File: src/rtl/serial_loader_pkg.sv
// Shared constants and state encoding for the serial program loader.
// Imported by the loader FSM and its timeout counter.
package serial_loader_pkg;

  localparam logic [7:0] SYNC_DEFAULT = 8'hA5;
  localparam logic [7:0] ACK_BYTE     = 8'h06;
  localparam logic [7:0] NAK_BYTE     = 8'h15;

  typedef enum logic [2:0] {
    ST_IDLE,
    ST_ADDR_HI,
    ST_ADDR_LO,
    ST_LEN,
    ST_DATA,
    ST_CSUM,
    ST_RESP
  } state_e;

  // States in which a frame is being received and the idle-gap timer runs.
  function automatic logic in_frame(input state_e s);
    return (s != ST_IDLE) && (s != ST_RESP);
  endfunction

endpackage

File: src/rtl/serial_loader_timeout.sv
// Inter-byte idle timer: reloads on clear or while inactive, counts down while
// active, and flags expiry after TIMEOUT_CYCLES cycles without a clear.
module serial_loader_timeout
  import serial_loader_pkg::*;
#(
  parameter int unsigned TIMEOUT_CYCLES = 50000000
) (
  input  logic clk,
  input  logic rst,
  input  logic active,
  input  logic clear,
  output logic expire
);

  localparam int unsigned      CNT_W    = (TIMEOUT_CYCLES > 1) ? $clog2(TIMEOUT_CYCLES) : 1;
  localparam logic [CNT_W-1:0] LOAD_VAL = CNT_W'(TIMEOUT_CYCLES - 1);

  logic [CNT_W-1:0] cnt_q, cnt_d;

  always_comb begin
    // NOTE: every variable gets a default before any branch, so no path can
    // leave it unassigned and infer a latch.
    cnt_d = cnt_q;
    if (clear || !active) begin
      cnt_d = LOAD_VAL;
    end else if (cnt_q != '0) begin
      cnt_d = cnt_q - CNT_W'(1);
    end
  end

  // A strobe in the expiring cycle wins over the timeout.
  assign expire = active && !clear && (cnt_q == '0);

  always_ff @(posedge clk or posedge rst) begin
    // NOTE: non-blocking assignments so every flop samples pre-edge values.
    if (rst) cnt_q <= LOAD_VAL;
    else     cnt_q <= cnt_d;
  end

endmodule

File: src/rtl/serial_loader.sv
// Serial frame decoder: writes SYNC/ADDR/LEN/DATA/CSUM packets into cpu1
// instruction memory while holding the CPU, then answers ACK or NAK.
module serial_loader
  import serial_loader_pkg::*;
#(
  parameter int unsigned ADDR_W         = 10,
  parameter logic [7:0]  SYNC_BYTE      = SYNC_DEFAULT,
  parameter int unsigned TIMEOUT_CYCLES = 50000000
) (
  input  logic              clk,
  input  logic              rst,
  input  logic [7:0]        rx_data,
  input  logic              new_rx_data,
  output logic [7:0]        tx_data,
  output logic              new_tx_data,
  input  logic              tx_busy,
  output logic [ADDR_W-1:0] mem_addr,
  output logic [7:0]        mem_wdata,
  output logic              mem_we,
  output logic              cpu_hold,
  output logic              load_ok
);

  state_e            state_q, state_d;
  logic [7:0]        addr_hi_q, addr_hi_d;
  logic [ADDR_W-1:0] wr_ptr_q, wr_ptr_d;
  logic [7:0]        left_q, left_d;
  logic [7:0]        csum_q, csum_d;
  logic [7:0]        tx_data_q, tx_data_d;
  logic              new_tx_q, new_tx_d;
  logic [ADDR_W-1:0] mem_addr_q, mem_addr_d;
  logic [7:0]        mem_wdata_q, mem_wdata_d;
  logic              mem_we_q, mem_we_d;
  logic              cpu_hold_q, cpu_hold_d;
  logic              load_ok_q, load_ok_d;
  logic              timer_expire;

  serial_loader_timeout #(
    .TIMEOUT_CYCLES(TIMEOUT_CYCLES)
  ) u_timeout (
    .clk   (clk),
    .rst   (rst),
    .active(in_frame(state_q)),
    .clear (new_rx_data),
    .expire(timer_expire)
  );

  always_comb begin
    state_d     = state_q;
    addr_hi_d   = addr_hi_q;
    wr_ptr_d    = wr_ptr_q;
    left_d      = left_q;
    csum_d      = csum_q;
    tx_data_d   = tx_data_q;
    mem_addr_d  = mem_addr_q;
    mem_wdata_d = mem_wdata_q;
    mem_we_d    = 1'b0;
    new_tx_d    = 1'b0;
    load_ok_d   = 1'b0;

    if (in_frame(state_q) && new_rx_data) csum_d = csum_q + rx_data;

    case (state_q)
      ST_IDLE: begin
        if (new_rx_data && (rx_data == SYNC_BYTE)) begin
          csum_d  = '0;
          state_d = ST_ADDR_HI;
        end
      end
      ST_ADDR_HI: begin
        if (new_rx_data) begin
          addr_hi_d = rx_data;
          state_d   = ST_ADDR_LO;
        end
      end
      ST_ADDR_LO: begin
        if (new_rx_data) begin
          wr_ptr_d = ADDR_W'({addr_hi_q, rx_data});
          state_d  = ST_LEN;
        end
      end
      ST_LEN: begin
        // LEN of 0 counts down through 255 and so covers 256 bytes.
        if (new_rx_data) begin
          left_d  = rx_data;
          state_d = ST_DATA;
        end
      end
      ST_DATA: begin
        if (new_rx_data) begin
          mem_we_d    = 1'b1;
          mem_addr_d  = wr_ptr_q;
          mem_wdata_d = rx_data;
          wr_ptr_d    = wr_ptr_q + ADDR_W'(1);
          left_d      = left_q - 8'd1;
          if (left_q == 8'd1) state_d = ST_CSUM;
        end
      end
      ST_CSUM: begin
        if (new_rx_data) begin
          tx_data_d = (csum_d == 8'h00) ? ACK_BYTE : NAK_BYTE;
          state_d   = ST_RESP;
        end
      end
      ST_RESP: begin
        // Stay here for the strobe cycle so cpu_hold covers it.
        if (new_tx_q) begin
          state_d = ST_IDLE;
        end else if (!tx_busy) begin
          new_tx_d  = 1'b1;
          load_ok_d = (tx_data_q == ACK_BYTE);
        end
      end
      default: state_d = ST_IDLE;
    endcase

    if (timer_expire) state_d = ST_IDLE;

    cpu_hold_d = (state_d != ST_IDLE);
  end

  always_ff @(posedge clk or posedge rst) begin
    if (rst) begin
      state_q     <= ST_IDLE;
      addr_hi_q   <= '0;
      wr_ptr_q    <= '0;
      left_q      <= '0;
      csum_q      <= '0;
      tx_data_q   <= '0;
      new_tx_q    <= 1'b0;
      mem_addr_q  <= '0;
      mem_wdata_q <= '0;
      mem_we_q    <= 1'b0;
      cpu_hold_q  <= 1'b0;
      load_ok_q   <= 1'b0;
    end else begin
      state_q     <= state_d;
      addr_hi_q   <= addr_hi_d;
      wr_ptr_q    <= wr_ptr_d;
      left_q      <= left_d;
      csum_q      <= csum_d;
      tx_data_q   <= tx_data_d;
      new_tx_q    <= new_tx_d;
      mem_addr_q  <= mem_addr_d;
      mem_wdata_q <= mem_wdata_d;
      mem_we_q    <= mem_we_d;
      cpu_hold_q  <= cpu_hold_d;
      load_ok_q   <= load_ok_d;
    end
  end

  assign tx_data     = tx_data_q;
  assign new_tx_data = new_tx_q;
  assign mem_addr    = mem_addr_q;
  assign mem_wdata   = mem_wdata_q;
  assign mem_we      = mem_we_q;
  assign cpu_hold    = cpu_hold_q;
  assign load_ok     = load_ok_q;

endmodule

File: config.mk
export PLATFORM = sky130hd
export DESIGN_NAME = serial_loader
export DESIGN_NICKNAME = d
export VERILOG_FILES = /design/src/rtl/serial_loader_pkg.sv /design/src/rtl/serial_loader_timeout.sv /design/src/rtl/serial_loader.sv
export SDC_FILE = /design/constraint.sdc
export NUM_CORES = 1
export LEC_CHECK = 0
export CAP_MARGIN = 20
export CELL_PAD_IN_SITES_DETAIL_PLACEMENT = 0
export CELL_PAD_IN_SITES_GLOBAL_PLACEMENT = 1
export CORE_UTILIZATION = 46
export CTS_BUF_LIST = sky130_fd_sc_hd__clkbuf_2
export DETAILED_ROUTE_END_ITERATION = 7
export DONT_BUFFER_PORTS = 1
export MAX_ROUTING_LAYER = met4
export PLACE_DENSITY = 0.83
export SLEW_MARGIN = 20
export SYNTH_ARGS = -nofsm -noshare
export SYNTH_HDL_FRONTEND = slang
export SYNTH_SLANG_ARGS = --single-unit
File: constraint.sdc
create_clock -name clk -period 2.5 [get_ports clk]
set_input_delay 0.25 -clock clk [delete_from_list [all_inputs] [get_ports clk]]
set_output_delay 0.25 -clock clk [all_outputs]
set_load 0.01 [all_outputs]
; ---- Yosys cells after proc, flatten, opt, wreduce, memory -nomap -nowiden
; Cells that the tools add are included.
; W data, S select, Z words.
[totals]
out_inout_bits = 30
regBits = 87
[op_classes]
add_sub_neg = 4
n_mux = 30
reduce_logical = 22
eq_ne = 13
[op_table]
columns = op, count
row1 = $mux W26, 2
row2 = $mux W8, 5
row3 = $mux W3, 9
row4 = $logic_not A26 Y1, 1
row5 = $reduce_bool A26 Y1, 1
row6 = $sub A26 B1 Y26 const B, 1
row7 = $pmux W3 S7, 1
row8 = $mux W10, 2
row9 = $pmux W10 S2, 1
row10 = $pmux W8 S2, 1
row11 = $add A10 B1 Y10 const B, 1
row12 = $eq A3 B3 Y1 const B, 3
row13 = $add A8 B8 Y8, 1
row14 = $eq A8 B1 Y1 const B, 1
row15 = $eq A8 B3 Y1 const B, 1
row16 = $eq A8 B8 Y1 const B, 1
row17 = $logic_not A8 Y1, 1
row18 = $mux W1, 8
row19 = $sub A8 B1 Y8 const B, 1
row20 = $eq A3 B2 Y1 const B, 2
row21 = $ne A2 B2 Y1 const B, 3
row22 = $reduce_and A2 Y1, 3
row23 = $reduce_and A3 Y1, 2
row24 = $reduce_bool A2 Y1, 3
row25 = 8 further kinds, 14

; ---- Longest topological paths before layout
; Gate-level depths: netlist of the first run.
[depth]
depth_word = 6
ltp_mapped = 8
depth_no_buf = 7

; ---- Modules after synthesis
; From an unflattened synthesis of the first run, not the netlist that was laid out.
[unflattened]
hier_cells = 466
area_unflattened_um2 = 4564.4
[by_module_without_submodules]
columns = mod, seq_area_each_um2, n_inst, cells_each, area_per_inst_um2
row1 = serial_loader, 1401.3, 1, 306, 3078.0
row2 = serial_loader_timeout, 673.1, 1, 160, 1486.4

; ---- Worst setup path after synthesis of the first run
; No wires, ideal clock.
[synth_path]
kind = register -> register
startpoint = register u_timeout.cnt_q[11]
endpoint = register cpu_hold_q, in the netlist cpu_hold
t_arrival_ns = 2.406
synth_period_minus_slack_ns = 2.537
slack_ns = -0.037
setup_ns = 0.131
path_stages_with_launch = 7
path_buffers = 1
cell_sequence = dfrtp_1 or4_4 or3_1 buf_2 or4_1 a22o_1 or3_1
[synth_via]
elab_chain_len = 4
[synth_lines]
columns = item, line
row1 = from (decl), serial_loader_timeout.sv:18  ; logic [CNT_W-1:0] cnt_q, cnt_d;
row2 = from (signal assigned), serial_loader_timeout.sv:37  ; else cnt_q <= cnt_d;
row3 = $logic_not A26 Y1, serial_loader_timeout.sv:32  ; assign expire = active && !clear && (cnt_q == '0);
row4 = $logic_and A1 B1 Y1, serial_loader_timeout.sv:32
row5 = $mux W3, serial_loader.sv:117  ; if (timer_expire) state_d = ST_IDLE;
row6 = named net state_d[2], serial_loader.sv:24  ; state_e state_q, state_d;
row7 = $reduce_bool A3 Y1, serial_loader.sv:119  ; cpu_hold_d = (state_d != ST_IDLE);
row8 = named net cpu_hold_d, serial_loader.sv:34  ; logic cpu_hold_q, cpu_hold_d;
row9 = to (signal assigned), serial_loader.sv:147  ; cpu_hold_q <= cpu_hold_d;
row10 = to (decl), serial_loader.sv:34
; The timed path passes the listed nets, and every way through them passes these cells.
; A chain may end at the register's enable or synchronous reset.

; ---- Worst setup path in the final report of the first run
[layout_path]
startpoint = register u_timeout.cnt_q[10]
endpoint = register cpu_hold_q, in the netlist cpu_hold
; Same word-level chain as after synthesis.

==> metrics.md, run 1 <==
| Metric | Value |
|---|---|
| Global Route met1 Usage | `0.313` |
| Main flop type after synthesis | `dfrtp_1` |
| Clock transition at path regs | `0.23 ns` |
| Worst Hold Depth | `3` |
| Max-cap check violation count | `0` |
| Data arrival, critical path | `2.87 ns` |
| Flop pwr share | `0.459` |
| Worst-Skew Late Latency | `0.56 ns` |
| CP delay by family, top | `simple AND/OR/NAND/NOR gates` |
| Final min period | `2.42 ns` |
| Num rows | `35` |
| Final setup viols | `0` |
| CTS Buf Count | `9` |
| First-pass GRT wire length | `18.0 mm` |
| Vias/cell | `5.98` |
| Antenna viol nets, final | `0` |
| Vias in the first global route | `3633` |
| Ant diodes | `0` |
| EDFF count, synth | `0` |
| Async set or reset register ratio after synthesis | `1.00` |
| CP peak stage delay | `0.57 ns` |
| Max Clk Rate | `0.414 GHz` |
| Finished Layout Cells | `635` |
| I/O pins | `42` |
| Buf/Inv on CP | `0` |
| Layout Nets | `526` |
| Internal | `2.84 mW` |
| Worst r2r path cells | `5` |
| Layout area overhead | `10.6%` |
| Number of clock sinks | `82` |
| Die Ht | `101 microns` |
| Overall Global Routing Usage | `0.236` |
| Hpwl dp | `7.48 mm` |
| Met3 Use GR | `0.0421` |
| Fin crit share | `0.967` |
| Final Hold Viols | `0` |
| NetSw | `2.03 mW` |
| DRT iter0 DRCs | `188` |
| Lkg Pwr | `2.01 nW` |
| Setup CP Type | `reg -> reg` |
| Flop-to-flop setup slack | `0.08 ns` |
| Count of TritonRoute iterations in the first routing pass | `5` |
| Slew Viols, Final | `0` |
| Largest net degree at the start of global routing | `63` |
| Initial Util | `0.482` |
| RSZ-0062 raised after global routing | `no` |
| Max FO, Critical Path | `6` |
| H-tree level count | `3` |
| Drt drc | `0` |
| Clock root buffer | `clkbuf_2` |
| Slew headroom | `0.537` |
| Share of post-route cells with drive strength above 1 | `0.180` |
| Total grt overflow | `0` |
| Via Count | `3799` |
| Crit path depth | `5` |
| GR peak layer | `met2` |
| Max Root-Sink Buffers | `2` |
| Placed cells | `607` |
| Gate power share | `0.384` |
| Status | `completed` |
| Synth Instances | `480` |
| Post-route cell area | `0.00502 sq mm` |
| Power Dens Cells | `970 mW/mm^2` |
| Routing usage on met2 | `0.362` |
| Post-DP Area | `0.00477 sq mm` |
| Synth warn | `0` |
| Hold Crit Class | `in -> reg` |
| CTS tree | `yes` |
| Synthesized cell area | `0.00454 sq mm` |
| Syn avg cell area | `9.45 sq um` |
| Initial antenna violation count | `0` |
| Clock power share | `0.157` |
| VDD IR max | `434 uV` |
| TNS Setup | `0 ns` |
| Ordered list of cells on the worst path | `or4_4 > or3_1 > or4_1 > a22o_1 > or3_1` |
| CP Capture Type | `register` |
| Critical Path RT | `2.95 ns` |
| Core Region | `0.00942 sq mm` |
| Drt total wl | `11.0 mm` |
| CP max-delay cell | `or4_4` |
| Critical path launch point type | `register` |
| CP dominant cell by count | `or3_1` |
| Die area | `0.0103 sq mm` |
| Seq/Total Area, Yosys | `0.457` |
| Switching share of power | `0.417` |
| Skew final | `0.0280 ns` |
| Drt wl/cell | `17.3 microns` |
| Port buffer count | `0` |
| Unique cell type count in the Yosys netlist | `66` |
| DIE WIDTH | `101 microns` |
| Slew @ Worst Pin | `0.693 ns` |
| Seq cells post-synth | `82` |
| Routability cong. | `0.869` |
## layout by cell type (no fill, tap or decap), drive strengths merged, types with 5 or more instances in the layout
| cell type | count |
|---|---|
| dfrtp | 64 |
| nor2 | 44 |
| a21oi | 44 |
| nand2 | 28 |
| o21ai | 27 |
| buf | 23 |
| nand3 | 22 |
| mux2 | 20 |
| dfstp | 18 |
| nor3 | 16 |
| inv | 15 |
| or4 | 13 |
| nor4 | 12 |
| ha | 12 |
| or3 | 11 |
| dlygate4sd3 | 11 |
| o31ai | 10 |
| clkbuf | 9 |
| xnor2 | 7 |
| or2 | 5 |
| nand4 | 5 |
| nand2b | 5 |
## final timing paths
check / start / to
max in group asynchronous: rst / u_timeout.cnt_q[12]$_DFFE_PP1P_
hold / removal: rx_data[2] / left_q[2]$_DFFE_PP0P_
setup / recovery: u_timeout.cnt_q[10]$_DFFE_PP0P_ / cpu_hold$_DFF_PP0_
hold reg to reg: u_timeout.cnt_q[1]$_DFFE_PP1P_ / u_timeout.cnt_q[1]$_DFFE_PP1P_
setup reg to reg: u_timeout.cnt_q[10]$_DFFE_PP0P_ / cpu_hold$_DFF_PP0_
min in group asynchronous: rst / left_q[6]$_DFFE_PP0P_
## worst register-to-register path: stages, from the launching register on
cell     delay [ns]
dfrtp_1        0.45
or4_4          0.57
or3_1          0.37
or4_1          0.42
a22o_1         0.23
or3_1          0.30
## cells in the mapped netlist (all sizes together), types with 5 or more instances
cell type  number  area share
nor4           12       0.017
nand2b          5      0.0069
nand2          28       0.023
or4            13       0.022
dfstp          18        0.10
mux2           20       0.050
nor3           16       0.019
or3            11       0.015
o21ai          27       0.030
inv            12      0.0099
xnor2           7       0.014
or2             5      0.0069
o31ai          10       0.017
nor2           44       0.036
nand4           5      0.0069
clkbuf         18       0.015
dfrtp          64        0.35
buf             9       0.012
a21oi          44       0.049
nand3          22       0.024
ha             12       0.033
## state kept, by name, indices dropped and copies added (netlist names), 3 cells and up
name and cells:
csum_q 8, left_q 8, mem_addr 10, mem_wdata 8, state_q 3, tx_data 3
u_timeout.cnt_q 26, wr_ptr_q 10
## power by group through the flow
stage          registers, mW  logic, mW  clock network (mW)
2_1_floorplan           2.12       1.45                   0
3_5_place_dp            2.27       1.81                   0
5_1_grt                 2.31       2.10               0.844
4_1_cts                 2.23       1.85               0.791
3_3_place_gp            2.25       1.78                   0
6_report                2.23       1.87               0.763
## kinds of logic after synthesis
kind of cell,after synthesis,share of synthesized area
AND/OR/NAND/NOR,190,0.226
AO/OA/AOI/OAI,121,0.165
XOR/XNOR,10,0.0193
other,1,0.000826
multiplexers,23,0.0562
flip-flops,82,0.457
adder cells (fa/ha/maj),13,0.0375
buffers and inverters,40,0.0375
## routing by layer
layer  routed length [microns]  part of all wire
met1                      5320              0.49
met4                       153             0.014
met2                      5050              0.46
met3                       439             0.040
met5                         0                 0
## timing repair
item                                    CTS  global route
setup buffers                             0             1
endpoints found under the setup margin    0             8
hold buffers                             11             0
endpoints found under the hold margin   104             0
resized for setup                         0             3
## area by class of cell
cell class / count / area [sq um]
fillers: 868 / 4400
multi-input cells: 361 / 2310
flip-flops and latches: 82 / 2070
repair buffers: 34 / 295
well taps: 129 / 161
clock inverters: 7 / 81.3
inverters: 13 / 50.0
clock buffers: 9 / 45.0
## stage by stage
stage / hold slack (ns) / utilization / worst slack, ns / total power, mW
after floorplan: 0.332 / - / 0.0448 / 3.57
after global placement: 0.124 / 0.506 / 0.0985 / 4.03
after detailed placement: 0.125 / 0.506 / 0.0326 / 4.08
after CTS: 0.00258 / 0.532 / 0.00396 / 4.87
after global routing: 0.0335 / 0.533 / 0.0104 / 5.25
final: 0.0366 / 0.533 / 0.0819 / 4.87
Power figures use the tool's default switching activity.
==> run 2, diff against run 1 <==
--- a/config.mk
+++ b/config.mk
@@ -12,6 +12,7 @@
 export CTS_BUF_LIST = sky130_fd_sc_hd__clkbuf_2
 export DETAILED_ROUTE_END_ITERATION = 7
 export DONT_BUFFER_PORTS = 1
+export GPL_TIMING_DRIVEN = 1
 export MAX_ROUTING_LAYER = met4
 export PLACE_DENSITY = 0.83
 export SLEW_MARGIN = 20
==> results of run 2 <==
No change in the layout: final DEF, timing and power equal those of run 1.
==> run 3, diff against run 2 <==
==> constraint.sdc (replaced) <==
create_clock -name clk -period 2.5 [get_ports clk]
set_input_delay 0.25 -clock clk [delete_from_list [all_inputs] [get_ports clk]]
set_output_delay 0.25 -clock clk [all_outputs]
set_load 0.005 [all_outputs]
==> results of run 3 <==
The final DEF is identical to that of run 1. Status: completed.
Among the figures that moved: total power 4.87 mW -> 4.79 mW; worst IR drop on VDD 434 uV -> 421 uV
